===== src/rtl/cpu_result_capture.sv =====
// Captures the cpu's architectural registers on halt or watchdog expiry and streams them
// as a framed valid/ready word sequence. Define CAPTURE_CYCLE_COUNT_EN to append a 32-bit RUN cycle count.
module cpu_result_capture #(
    parameter int unsigned TIMEOUT_CYCLES = 20000,
    parameter logic [7:0]  HDR_TAG        = 8'hA5
) (
    input  logic        clk,
    input  logic        reset,
    input  logic        hlt,
    input  logic [9:0]  PC,
    input  logic [3:0]  flags,
    input  logic [15:0] X,
    input  logic [15:0] Y,
    input  logic [15:0] ACC,
    output logic        out_valid,
    input  logic        out_ready,
    output logic [15:0] out_data,
    output logic        out_last,
    output logic        done
);

    typedef enum logic [1:0] {RUN, SEND, DONE} state_t;

    localparam logic [23:0] WD_LIMIT = 24'(TIMEOUT_CYCLES - 1);
`ifdef CAPTURE_CYCLE_COUNT_EN
    localparam logic [2:0] LAST_IDX = 3'd6;
`else
    localparam logic [2:0] LAST_IDX = 3'd4;
`endif
    localparam logic [5:0] N_PAYLOAD = {3'b000, LAST_IDX};

    state_t             state;
    logic [2:0]         idx;
    logic [2:0]         nxt_idx;
    logic [23:0]        wd;
    logic               timeout_hit;
    logic signed [15:0] snap_x;
    logic signed [15:0] snap_y;
    logic signed [15:0] snap_acc;
    logic [9:0]         snap_pc;
    logic [3:0]         snap_flags;
    logic               halted;
    logic               timed_out;
    logic [15:0]        word_nxt;
`ifdef CAPTURE_CYCLE_COUNT_EN
    logic [31:0]        cyc_cnt;
`endif

    function automatic logic [15:0] header_word(input logic t, input logic h);
        return {HDR_TAG, N_PAYLOAD, t, h};
    endfunction

    // Next frame word comes from the frozen snapshot, so inputs are ignored once SEND starts.
    always_comb begin
        nxt_idx     = idx + 3'd1;
        timeout_hit = (wd == WD_LIMIT);
        word_nxt    = 16'h0000;
        case (nxt_idx)
            3'd0: word_nxt = header_word(timed_out, halted);
            3'd1: word_nxt = snap_x;
            3'd2: word_nxt = snap_y;
            3'd3: word_nxt = snap_acc;
            3'd4: word_nxt = {snap_pc, snap_flags, 2'b00};
`ifdef CAPTURE_CYCLE_COUNT_EN
            3'd5: word_nxt = cyc_cnt[31:16];
            3'd6: word_nxt = cyc_cnt[15:0];
`endif
            default: word_nxt = 16'h0000;
        endcase
    end

    always_ff @(posedge clk) begin
        if (reset) begin
            state      <= RUN;
            out_valid  <= 1'b0;
            out_last   <= 1'b0;
            out_data   <= 16'h0000;
            done       <= 1'b0;
            idx        <= 3'd0;
            wd         <= 24'd0;
            snap_x     <= '0;
            snap_y     <= '0;
            snap_acc   <= '0;
            snap_pc    <= '0;
            snap_flags <= '0;
            halted     <= 1'b0;
            timed_out  <= 1'b0;
`ifdef CAPTURE_CYCLE_COUNT_EN
            cyc_cnt    <= 32'd0;
`endif
        end else begin
            case (state)
                RUN: begin
                    if (hlt || timeout_hit) begin
                        snap_x     <= X;
                        snap_y     <= Y;
                        snap_acc   <= ACC;
                        snap_pc    <= PC;
                        snap_flags <= flags;
                        halted     <= hlt;
                        timed_out  <= timeout_hit;
                        idx        <= 3'd0;
                        out_valid  <= 1'b1;
                        out_last   <= 1'b0;
                        out_data   <= header_word(timeout_hit, hlt);
                        state      <= SEND;
                    end else begin
                        wd <= wd + 24'd1;
`ifdef CAPTURE_CYCLE_COUNT_EN
                        if (cyc_cnt != 32'hFFFF_FFFF)
                            cyc_cnt <= cyc_cnt + 32'd1;
`endif
                    end
                end
                SEND: begin
                    if (out_ready) begin
                        if (idx == LAST_IDX) begin
                            out_valid <= 1'b0;
                            out_last  <= 1'b0;
                            done      <= 1'b1;
                            state     <= DONE;
                        end else begin
                            idx      <= nxt_idx;
                            out_data <= word_nxt;
                            out_last <= (nxt_idx == LAST_IDX);
                        end
                    end
                end
                default: begin
                    out_valid <= 1'b0;
                end
            endcase
        end
    end

endmodule


===== config.mk =====
export PLATFORM = sky130hd
export DESIGN_NAME = cpu_result_capture
export DESIGN_NICKNAME = d
export VERILOG_FILES = /design/src/rtl/cpu_result_capture.sv
export SDC_FILE = /design/constraint.sdc
export NUM_CORES = 1
export LEC_CHECK = 0
export ABC_AREA = 1
export CAP_MARGIN = 30
export CORE_MARGIN = 2
export CORE_UTILIZATION = 30
export CTS_CLUSTER_DIAMETER = 50
export DETAILED_ROUTE_END_ITERATION = 10
export GPL_ROUTABILITY_DRIVEN = 0
export SYNTH_ARGS = -nofsm -noshare
export SYNTH_HDL_FRONTEND = slang
export SYNTH_SLANG_ARGS = --single-unit

===== constraint.sdc =====
create_clock -name clk -period 1.6 [get_ports clk]
set_input_delay 0.32 -clock clk [delete_from_list [all_inputs] [get_ports clk]]
set_output_delay 0.32 -clock clk [all_outputs]
set_load 0.005 [all_outputs]

Word-level counts from Yosys, hierarchy flattened
Cells that the tools add are included.
Widths: inputs -> output; s select.
- bits in registers: 112
- logic and storage cells: 60
- bitwise operators: 1
- reduce and logical (&&, ||, !) cells: 11
- equality and inequality tests: 11
- add/sub/neg operators: 2
- multiplexer cells: 21
- operator list (operator ; number):
    $pmux 16 s5 ; 1
    $mux 16 ; 3
    $pmux 16 s2 ; 1
    $add 24x1->24 const B ; 1
    $eq 24x15->1 const B ; 1
    $mux 3 ; 3
    $reduce_and 3->1 ; 3
    $ne 2x2->1 const B ; 4
    $reduce_and 4->1 ; 2
    $eq 3x2->1 const B ; 2
    $eq 3x3->1 const B ; 2
    $mux 1 ; 6
    $mux 2 ; 3
    $pmux 3 s2 ; 1
    $pmux 1 s2 ; 2
    $pmux 2 s2 ; 1
    $reduce_and 2->1 ; 2
    $add 3x1->3 const B ; 1
    $eq 3x1->1 const B ; 1
    $logic_not 3->1 ; 1
    $eq 2x1->1 const B ; 1
    $logic_not 2->1 ; 1
    $reduce_bool 2->1 ; 1
    $logic_or 1x1->1 ; 1
    $not 1->1 ; 1

Depth between registers and ports, before layout
Gate-level depths: netlist (run 1).
- depth in word-level cells: 6
- gate-level depth with buffers: 12
- depth with buffers taken out: 12

Worst setup path after synthesis (run 1)
Ideal clock, no wire load.
- kind: register to register
- from: register wd[0]
- to: register idx[0]
- cell stages (with the launch flop): 11
- buffers on the path: 2
- arrival time: 1603 ps
- setup time: 114 ps
- data required time: 1486 ps
- setup slack: -117 ps
- path through: dfxtp_1 ha_1 buf_2 nand3_2 nor2_4 nand3_2 nand2_2 nand3_4 buf_2 a21oi_1 nor2_1
- cells in the longest elaborated chain, start to end: 4
- ends and longest elaborated chain (item ; RTL line ; text):
    start, declared ; 35 ; logic [23:0] wd;
    start signal, assigned ; 108 ; wd <= wd + 24'd1;
    $eq 24x15->1 ; 56 ; timeout_hit = (wd == WD_LIMIT);
    $logic_or 1x1->1 ; 94 ; if (hlt || timeout_hit) begin
    $ne 2x2->1 (no source line) ; -- ;
    $reduce_and 4->1 (no source line) ; -- ;
    end signal, assigned ; 123 ; idx <= nxt_idx;
    end, declared ; 33 ; logic [2:0] idx;
No other way between the ends.
A chain may end at the register's enable or synchronous reset.

Worst setup path after layout (run 1)
- from: register idx[0]
- to: register out_data[6]
- cells in the longest elaborated chain, start to end: 6
- ends and longest elaborated chain (item ; RTL line ; text):
    $add 3x1->3 ; 55 ; nxt_idx = idx + 3'd1;
    $eq 3x3->1 (tied with other cells) ; 58 ; case (nxt_idx)
    $pmux 16 s5 ; 58 ;
    $mux 16 ; 117 ; if (idx == LAST_IDX) begin
    $mux 16 ; 116 ; if (out_ready) begin
    $pmux 16 s2 ; 92 ; case (state)
    end signal, assigned ; 105 ; out_data <= header_word(timeout_hit, hlt);
    end signal, assigned ; 124 ; out_data <= word_nxt;
    end, declared ; 17 ; output logic [15:0] out_data,
Several ways; a longest one is shown, not always the timed one. The select of a mux whose other input is x is not followed.

==> results of run 1 <==
layout make-up:
| class | instances | share of cell area [%] |
|---|---|---|
| Clock buffer | 9 | 2.55 |
| Tap cell | 229 | 3.24 |
| Inverter | 62 | 3.10 |
| Multi-Input combinational cell | 633 | 40.5 |
| Timing Repair Buffer | 199 | 24.0 |
| Sequential cell | 112 | 25.5 |
| Clock inverter | 7 | 1.15 |
synthesized netlist by cell type:
| library cell | number |
|---|---|
| nand2_1 | 213 |
| o21ai_0 | 40 |
| inv_2 | 3 |
| nand3_2 | 2 |
| nor2_1 | 219 |
| buf_6 | 11 |
| clkbuf_1 | 21 |
| a21oi_1 | 34 |
| o31ai_1 | 1 |
| nand2_2 | 2 |
| ha_1 | 7 |
| buf_2 | 5 |
| nand4_1 | 12 |
| inv_1 | 59 |
| buf_4 | 6 |
| nand3_1 | 43 |
| nor3_1 | 1 |
| nand3_4 | 1 |
| xnor2_1 | 7 |
| nand3b_1 | 5 |
| dfxtp_1 | 112 |
| o21ai_1 | 28 |
| nor2_2 | 3 |
| o21bai_1 | 7 |
| xor2_1 | 6 |
| nor2_4 | 2 |
layer usage:
layer  part of all wire, %  vias up  wire length, µm  global-route usage, %
met2                    46      154             8400                   25.3
met4                   1.1        0              199                   4.20
met1                    48     2691             8820                   24.7
met5                     0        -                0                      0
met3                   4.7       16              868                   2.87
li1                      -     3009                -                      -
power by group through the flow:
stage	Combinational [mW]	Clock [mW]	Sequential, mW
global route	2.29	2.59	3.23
detailed placement	1.45	0	3.22
finish	2.12	2.44	3.20
floorplan	0.794	0	3.18
CTS	1.60	2.47	3.16
global placement	1.44	0	3.21
metrics by stage:
stage / instances / power [mW] / hold WS (ns)
floorplan: 850 / 3.97 / 0.441
global placement: 1209 / 4.65 / 0.439
detailed placement: 1209 / 4.67 / 0.440
CTS: 1230 / 7.23 / 0.453
global route: 1251 / 8.11 / 0.485
finish: 1251 / 7.77 / 0.449
critical path, stage by stage, from the launching register on:
cell and delay, ns:
dfxtp_2 0.37, buf_6 0.13, inv_8 0.04, ha_4 0.15, nand2_4 0.08, inv_4 0.04, nor2_4 0.10, inv_2 0.05
nand2_2 0.09, nand3_4 0.18, clkbuf_16 0.22, o21bai_1 0.15, nor2_1 0.05
cell families after synthesis:
logic type	after synthesis
simple gates	503
flops	112
xor+xnor	13
buf+inv	105
compound gates	110
fa+ha+maj	7
worst paths after layout:
path / endpoint / startpoint / depth (start not counted) / slack (ns)
max: out_data[6] / idx[0] / 12 / -0.16
max reg2reg: out_data[6] / idx[0] / 12 / -0.16
min: done / done / 2 / 0.45
min reg2reg: done / done / 2 / 0.45
placed cells by master, fill, tap and decap left out, types with 10 or more instances in the layout:
| cell | instances |
|---|---|
| dfxtp_2 | 11 |
| nor2_4 | 37 |
| nand3_1 | 40 |
| nor2_2 | 43 |
| nand2_1 | 191 |
| a21oi_1 | 27 |
| nand2_4 | 10 |
| o21ai_0 | 16 |
| nand2_2 | 14 |
| o21ai_2 | 27 |
| nand4_1 | 12 |
| inv_1 | 52 |
| clkdlybuf4s50_1 | 82 |
| nor2_1 | 144 |
| dfxtp_1 | 101 |
| clkbuf_16 | 18 |
| buf_12 | 10 |
| buf_4 | 81 |
| o21ai_1 | 22 |
state kept, by name, indices dropped and copies added, names as in the netlist:
signal	cells
done	1
out_last	1
wd	24
state	2
snap_acc	16
timed_out	1
halted	1
snap_pc	10
out_valid	1
out_data	16
snap_y	16
snap_flags	4
idx	3
snap_x	16
repair_timing:
action	4_1_cts	5_1_grt
gates cloned	2	11
pin swaps	8	51
setup buffers	4	11
endpoints found under the setup margin	82	110
gates resized for setup	66	203
==> summary.txt, run 1 <==
CP required -> 1.86 ns
WL/cell -> 14.6 µm
Switch share -> 32.5%
Top cell type by total area after synthesis -> dfxtp_1
Skew-Pair Late Insertion Delay -> 0.36 ns
Post-Syn Instances -> 850
Synth Area in XOR/XNOR -> 2.05%
Outcome -> finished with violations
Largest net degree at the start of global routing -> 37
Adder-Cell Fraction of Synth Area -> 1.57%
Synth Area in Compound Gates -> 10.3%
Root buf cell -> clkbuf_16
Leak Pwr -> 3.69 nW
Setup WS pre-CTS -> -0.206 ns
Detailed Place HPWL -> 12300 µm
N_diodes -> 0
Hold buffers post-CTS -> 0
Vias in the first global route -> 5183
Clock power frac -> 31.4%
GRT Util Overall -> 16.8%
Total CTS buffers -> 9
Sequential Power Share -> 41.2%
Die Footprint -> 0.0197 mm²
Initial detailed-routing violation count -> 392
#FFs+latches synth -> 112
# fillers -> 1704
Final worst slack -> -0.165 ns
# IOs -> 85
Core area -> 0.0181 mm²
Worst path arrival time -> 2.02 ns
Synth Area per Inst -> 6.55 µm²
CP max FO -> 6
Synth Cell Area -> 0.00557 mm²
Synth top area share -> 40.3%
Worst Skew -> 0.0191 ns
Post-layout minimum cycle time -> 1.76 ns
Fin. Hold Viols -> 0
Max IR drop VDD -> 0.000824 V
Reg clk slew, reported paths -> 0.09 ns
Die height -> 140 µm
Mux share of post-synthesis cell area -> 0%
Die Width -> 140 µm
Worst Tran Pin Value -> 0.380 ns
Vias per cell -> 4.69
Fin nets -> 1090
Int Power -> 5.25 mW
Cell area after placement -> 0.00725 mm²
Initial Util -> 30.8%
CTS tree -> built
Overflow after GRT -> 0
Synth Area in Simple Gates -> 36.8%
Combinational Power Share -> 27.3%
IO buf count -> 84
Setup TNS -> -4.35 ns
Period utilisation layout -> 110%
Initial antenna violation count -> 0
Drt pass-1 iters -> 5
Post-synthesis sequential area ratio -> 40.3%
Reg area -> 0.00226 mm²
Failing checks -> setup timing
Vias -> 5870
Critical Path Sink Type -> flop
Area growth syn-to-layout -> 59.0%
Slew headroom -> 74.7%
Crit path kind -> reg -> reg
Final setup viols -> 82
Synth area leaders -> dfxtp_1 40%, nor2_1 15%, nand2_1 14%, inv_1 4.0%, nand3_1 3.9%
Max Cap Violations -> 0
Mapped Nets -> 923
Clock Path Buffers -> 2
Pwr dens -> 878 mW/mm²
DRC Markers -> 0
RSZ-0062 raised after global routing -> true
CTS H-tree lvls -> 3
Fin util -> 48.9%
Final ANT Viol Nets -> 0
Row Count -> 49
Yosys Warn Count -> 0
Post-Route WL -> 18300 µm
Max-slew violations -> 0
Main combinational cell family by area after synthesis -> simple AND/OR/NAND/NOR gates
Layout cell share with drive strength beyond 1 -> 30.1%
Worst Setup Start Kind -> flop
First-pass GRT wire length -> 26400 µm
Net Sw Power -> 2.52 mW
Post-route cell area -> 0.00885 mm²
CTS Sinks -> 112
Highest clock rate -> 567 MHz
Hold Path Class -> reg -> reg
Netlist cell types -> 26
Multi-input gate area -> 0.00358 mm²
(Power assumes the default switching activity.)
==> run 2, diff against run 1 <==
- CORE_UTILIZATION: 30 -> 49
- PLACE_DENSITY: unset -> 0.76
==> summary.txt, run 2 (synthesis gave the netlist of run 1 again) <==
Outcome -> finished with violations
Failing checks -> setup timing
Post-Route WL -> 16600 µm
Clock Path Buffers -> 2
Final ANT Viol Nets -> 0
Highest clock rate -> 613 MHz
Initial detailed-routing violation count -> 568
Period utilisation layout -> 102%
Crit path kind -> reg -> reg
CTS Sinks -> 112
Endpoint, Worst Hold -> done
Fin nets -> 1068
Leak Pwr -> 3.39 nW
Crit-path cells -> inv_1 > buf_4 > ha_2 > inv_2 > nor2_4 > buf_4 > nand2_1 > nand4_1 > a21oi_1 > nor2_1
Detailed Place HPWL -> 10900 µm
Row Count -> 38
Die height -> 111 µm
Reg clk slew, reported paths -> 0.09 ns
N_diodes -> 0
Layout cell share with drive strength beyond 1 -> 23.0%
Reg2Reg Setup Slack -> -0.03 ns
Vias -> 5964
# IOs -> 85
Drt pass-1 iters -> 8
Cell mode on critical path -> buf_4
Vias per cell -> 5.23
R2R depth -> 10
IO buf count -> 84
Largest net degree at the start of global routing -> 67
Commonest cells after routing, fill and taps aside -> 193 x nand2_1, 182 x nor2_1, 101 x dfxtp_1, 84 x clkdlybuf4s50_1, 68 x buf_4
Initial antenna violation count -> 0
CP top delay family -> buffers and inverters
Top Usage Layer GRT -> met2
Pwr dens -> 897 mW/mm²
CTS tree -> built
Worst Tran Pin Value -> 0.315 ns
Critical path's slowest cell -> dfxtp_4
Area growth syn-to-layout -> 43.3%
CTS H-tree lvls -> 3
CP max FO -> 8
GRT met3 Usage -> 3.62%
Root buf cell -> clkbuf_16
Worst path arrival time -> 1.89 ns
M1 GR Usage -> 36.2%
Max Cap Violations -> 0
Die Width -> 111 µm
Total CTS buffers -> 9
Met2 Use GR -> 37.9%
Hold Path Depth -> 2
Buffers plus inverters on the worst setup path -> 4
WL/cell -> 14.6 µm
Slew headroom -> 79.0%
RSZ-0062 raised after global routing -> true
CP required -> 1.86 ns
Final non-filler cell total -> 1140
Largest Register -> wd
Max-slew violations -> 0
Leading cell type in the layout, fill and taps excluded -> nand2_1
Post-layout minimum cycle time -> 1.63 ns
Overflow after GRT -> 0
Levels on crit path -> 10
Fin. Hold Viols -> 0
Worst Setup Start Kind -> flop
Critical Path Sink Type -> flop
Hold Path Class -> reg -> reg
DRC Markers -> 0
GRT Util Overall -> 24.6%
Hold buffers post-CTS -> 0
Worst Skew -> 0.0143 ns
Core area -> 0.0110 mm²
Hold_sp -> done
Vias in the first global route -> 5159
FF-to-FF End -> out_data[2]
Skew-Pair Late Insertion Delay -> 0.36 ns
Initial Util -> 50.7%
Final setup viols -> 3
Max IR drop VDD -> 0.000564 V
Worst reg2reg startpoint -> idx[1]
Fin util -> 72.6%
Final worst slack -> -0.0310 ns
First-pass GRT wire length -> 24800 µm
Largest register FFs -> 24
Die Footprint -> 0.0122 mm²
Post-placement cell count -> 1110
Setup TNS -> -0.0441 ns
Slowest cell delay on critical path -> 0.38 ns
## run 2: area by class of cell
| type | count | area [µm²] |
|---|---|---|
| Inverter | 62 | 248 |
| Timing Repair Buffer | 177 | 1790 |
| Multi-Input combinational cell | 633 | 3200 |
| Clock buffer | 9 | 225 |
| Tap cell | 140 | 175 |
| Fill cell | 855 | 3010 |
| Clock inverter | 7 | 71.3 |
| Sequential cell | 112 | 2260 |
## run 2: routing by layer
| layer | vias to the layer above | wire length [µm] |
|---|---|---|
| met5 | - | 0 |
| li1 | 2959 | - |
| met2 | 283 | 7380 |
| met3 | 41 | 1410 |
| met1 | 2681 | 7470 |
| met4 | 0 | 324 |
## run 2: stage by stage
step / total power [mW] / area [µm²] / hold slack [ns] / worst slack [ns]
6_report: 7.15 / 7980 / 0.462 / -0.0310
2_1_floorplan: 3.97 / 5590 / 0.441 / 0.00767
3_3_place_gp: 4.58 / 7030 / 0.437 / -0.116
5_1_grt: 7.47 / 7980 / 0.483 / -0.0813
3_5_place_dp: 4.60 / 7030 / 0.453 / -0.125
4_1_cts: 6.85 / 7400 / 0.464 / -0.0233
## run 2: tightest hold or removal path, cell delays in order, from the launching register on
cell	delay [ns]
dfxtp_1	0.31
inv_1	0.05
a21oi_1	0.06
## run 2: worst max-delay path by stage
stage / end / startpoint / slack, ns
after detailed placement: wd[11] / hlt / -0.12
after floorplan: snap_flags[1] / wd[0] / 0.008
final: out_data[2] / idx[1] / -0.03
after global placement: wd[5] / hlt / -0.12
after CTS: out_data[13] / idx[0] / -0.02
after global routing: snap_x[5] / wd[0] / -0.08
## run 2: repair_timing
action	4_1_cts	5_1_grt
setup buffers	1	5
gates cloned	0	8
pin swaps	5	34
resized for setup	24	147
endpoints found under the setup margin	44	108
## run 2: power by group
group          switching, mW  internal [mW]  leakage, nW
Sequential             0.176           3.01        0.928
Combinational          0.872          0.847         2.31
Clock                   1.13           1.11        0.145
Total                   2.18           4.97         3.39
==> run 3, diff against run 2 <==
- ABC_AREA: 1 -> unset
==> summary.txt, run 3 <==
Die Width -> 110 µm
Vias in the first global route -> 4996
Total CTS buffers -> 9
Post-Route WL -> 16300 µm
Top post-synthesis cells by count -> 129 x nand2b_1, 112 x dfxtp_1, 63 x mux2i_1
WL/cell -> 18.1 µm
Die height -> 110 µm
IO buf count -> 84
Synth async-reset ratio -> 0%
Fin util -> 76.0%
Fin Hold WS -> 0.347 ns
Endpoint, Worst Hold -> wd[2]
Hold Path Class -> in -> reg
Buffers plus inverters on the worst setup path -> 1
CP top delay family -> simple AND/OR/NAND/NOR gates
Final setup viols -> 102
Worst Setup Start Kind -> flop
Max-slew violations -> 0
Post-Syn Instances -> 602
Die Footprint -> 0.0122 mm²
#FFs+latches synth -> 112
First-pass GRT wire length -> 24600 µm
Clock Path Buffers -> 2
Yosys Warn Count -> 0
Max Cap Violations -> 0
Row Count -> 38
Reg clk slew, reported paths -> 0.07 ns
DRC Markers -> 0
Area growth syn-to-layout -> 49.7%
Crit-path cells -> ha_4 > and4_4 > and3_4 > a2111oi_4 > buf_4 > nor2b_4 > mux2_4
Reg2Reg Setup Slack -> -0.31 ns
Core area -> 0.0109 mm²
Root buf cell -> clkbuf_16
Fin nets -> 830
Max IR drop VDD -> 0.000649 V
Largest net degree at the start of global routing -> 81
Largest register FFs -> 24
N_diodes -> 0
Worst path arrival time -> 2.15 ns
Critical Path Sink Type -> flop
R2R depth -> 7
Leading cell type in the layout, fill and taps excluded -> nand2b_1
CP max FO -> 6
Worst Tran Pin Value -> 0.409 ns
Outcome -> finished with violations
Mapped Nets -> 675
Sequential Power Share -> 49.0%
Worst reg2reg startpoint -> wd[1]
Initial antenna violation count -> 0
Top cell type by total area after synthesis -> dfxtp_1
Overflow after GRT -> 0
Switch share -> 25.3%
# fillers -> 709
Detailed Place HPWL -> 10400 µm
Synth top area share -> 40.4%
Crit path kind -> reg -> reg
Layout cell share with drive strength beyond 1 -> 29.7%
Initial detailed-routing violation count -> 344
Critical path's slowest cell -> dfxtp_2
Hold Path Depth -> 2
Int Power -> 4.63 mW
Largest Register -> wd
Final worst slack -> -0.313 ns
Clock power frac -> 34.1%
Synth Area per Inst -> 9.22 µm²
Slew headroom -> 72.7%
Synth Flop Type -> dfxtp_1
# IOs -> 85
Post-synthesis sequential area ratio -> 40.4%
Levels on crit path -> 7
Synth Cell Area -> 0.00555 mm²
Leak Pwr -> 3.19 nW
Pwr dens -> 746 mW/mm²
Drt pass-1 iters -> 5
Final ANT Viol Nets -> 0
Worst Skew -> 0.0129 ns
Cell with the most instances after synthesis -> nand2b_1
Hold_sp -> reset
GRT Util Overall -> 24.5%
Skew-Pair Late Insertion Delay -> 0.35 ns
Commonest cells after routing, fill and taps aside -> 129 x nand2b_1, 95 x dfxtp_1, 82 x clkdlybuf4s50_1, 74 x buf_4, 63 x mux2i_1
Highest clock rate -> 523 MHz
Synth area leaders -> dfxtp_1 40%, nand2b_1 15%, mux2i_1 11%, a22oi_1 4.1%, xnor2_1 2.7%
CTS H-tree lvls -> 3
Period utilisation layout -> 120%
FF-to-FF End -> wd[7]
RSZ-0062 raised after global routing -> true
Number of flops mapped to enable cells by yosys -> 0
CP required -> 1.84 ns
Netlist cell types -> 51
CTS Sinks -> 112
Slowest cell delay on critical path -> 0.34 ns
Initial Util -> 50.8%
Vias per cell -> 5.58
Fin. Hold Viols -> 0
Failing checks -> setup timing
CTS tree -> built
Combinational Power Share -> 16.9%
Net Sw Power -> 1.57 mW
Vias -> 5019
Post-layout minimum cycle time -> 1.91 ns
==> run 3: cell count changes in the layout (fill, tap and decap cells not counted), moves of 16 or more <==
cell and change:
mux2i_1 +63, nand2_1 -171, nand2b_1 +129, inv_1 -45, a21oi_1 -18, o21ai_2 -19
nand2_2 -16, nand3_1 -36, nor2_2 -30, o21ai_1 -39, nor2_1 -152, a22oi_1 +26
==> run 3: through the flow <==
step	worst slack, ns	total power, mW	std cells	setup TNS, ns	area, µm²
global placement	-0.422	3.94	868	-27.78	7250
finish	-0.313	6.20	900	-22.17	8310
detailed placement	-0.446	3.96	868	-32.43	7250
floorplan	-0.378	3.57	602	-9.82	5810
global route	-0.359	6.41	900	-28.77	8310
CTS	-0.247	6.11	891	-16.47	7940
==> run 3: worst max path at each step <==
| stage | startpoint | to |
|---|---|---|
| global placement | hlt | wd[7] |
| floorplan | wd[0] | wd[7] |
| CTS | wd[16] | snap_pc[3] |
| global route | wd[23] | snap_x[1] |
| detailed placement | hlt | wd[7] |
| finish | wd[1] | wd[7] |
==> run 3: cell families after synthesis <==
| logic type | Yosys count | synth area share, % |
|---|---|---|
| muxes | 69 | 12.6 |
| xor gates and xnor gates | 17 | 2.68 |
| and+or+nand+nor | 257 | 26.4 |
| buffers and inverters | 50 | 4.53 |
| AOI/OAI and AO/OA | 90 | 11.9 |
| DFF | 112 | 40.4 |
| adders and majority gates | 7 | 1.58 |
==> run 3: final cells by class <==
class | instances | area (µm²) | share of cell area [%]
Multi-Input combinational cell | 440 | 3680 | 44.2
Clock buffer | 10 | 239 | 2.87
Sequential cell | 112 | 2270 | 27.3
Timing Repair Buffer | 187 | 1890 | 22.7
Inverter | 7 | 33.8 | 0.406
Clock inverter | 4 | 31.3 | 0.376
Tap cell | 140 | 175 | 2.11
==> run 3: per-layer routing <==
layer | up-vias | wire length, µm | track usage, %
li1 | 2407 | - | -
met1 | 2425 | 7210 | 32.6
met2 | 156 | 7800 | 40.9
met3 | 31 | 871 | 4.77
met4 | 0 | 381 | 6.58
met5 | - | 0 | 0
==> run 3: repair_timing <==
item                       CTS  global route
gates resized for setup     66            50
gates cloned                 1             3
pin swaps                   25            28
buffers inserted             8             9
setup endpoints to repair  106           109
hold buffers                 0             0
==> run 3: worst reg2reg max path: stages, from the launching register on <==
cell and delay, ns:
dfxtp_2 0.34, ha_4 0.16, and4_4 0.18, and3_4 0.17, a2111oi_4 0.27, buf_4 0.22, nor2b_4 0.16, mux2_4 0.30
==> run 3: power groups by stage <==
stage / combinational [mW] / sequential, mW / clock [mW]
detailed placement: 0.875 / 3.09 / 0
finish: 1.05 / 3.04 / 2.12
CTS: 0.959 / 3.03 / 2.13
floorplan: 0.511 / 3.06 / 0
global placement: 0.854 / 3.08 / 0
global route: 1.12 / 3.05 / 2.24
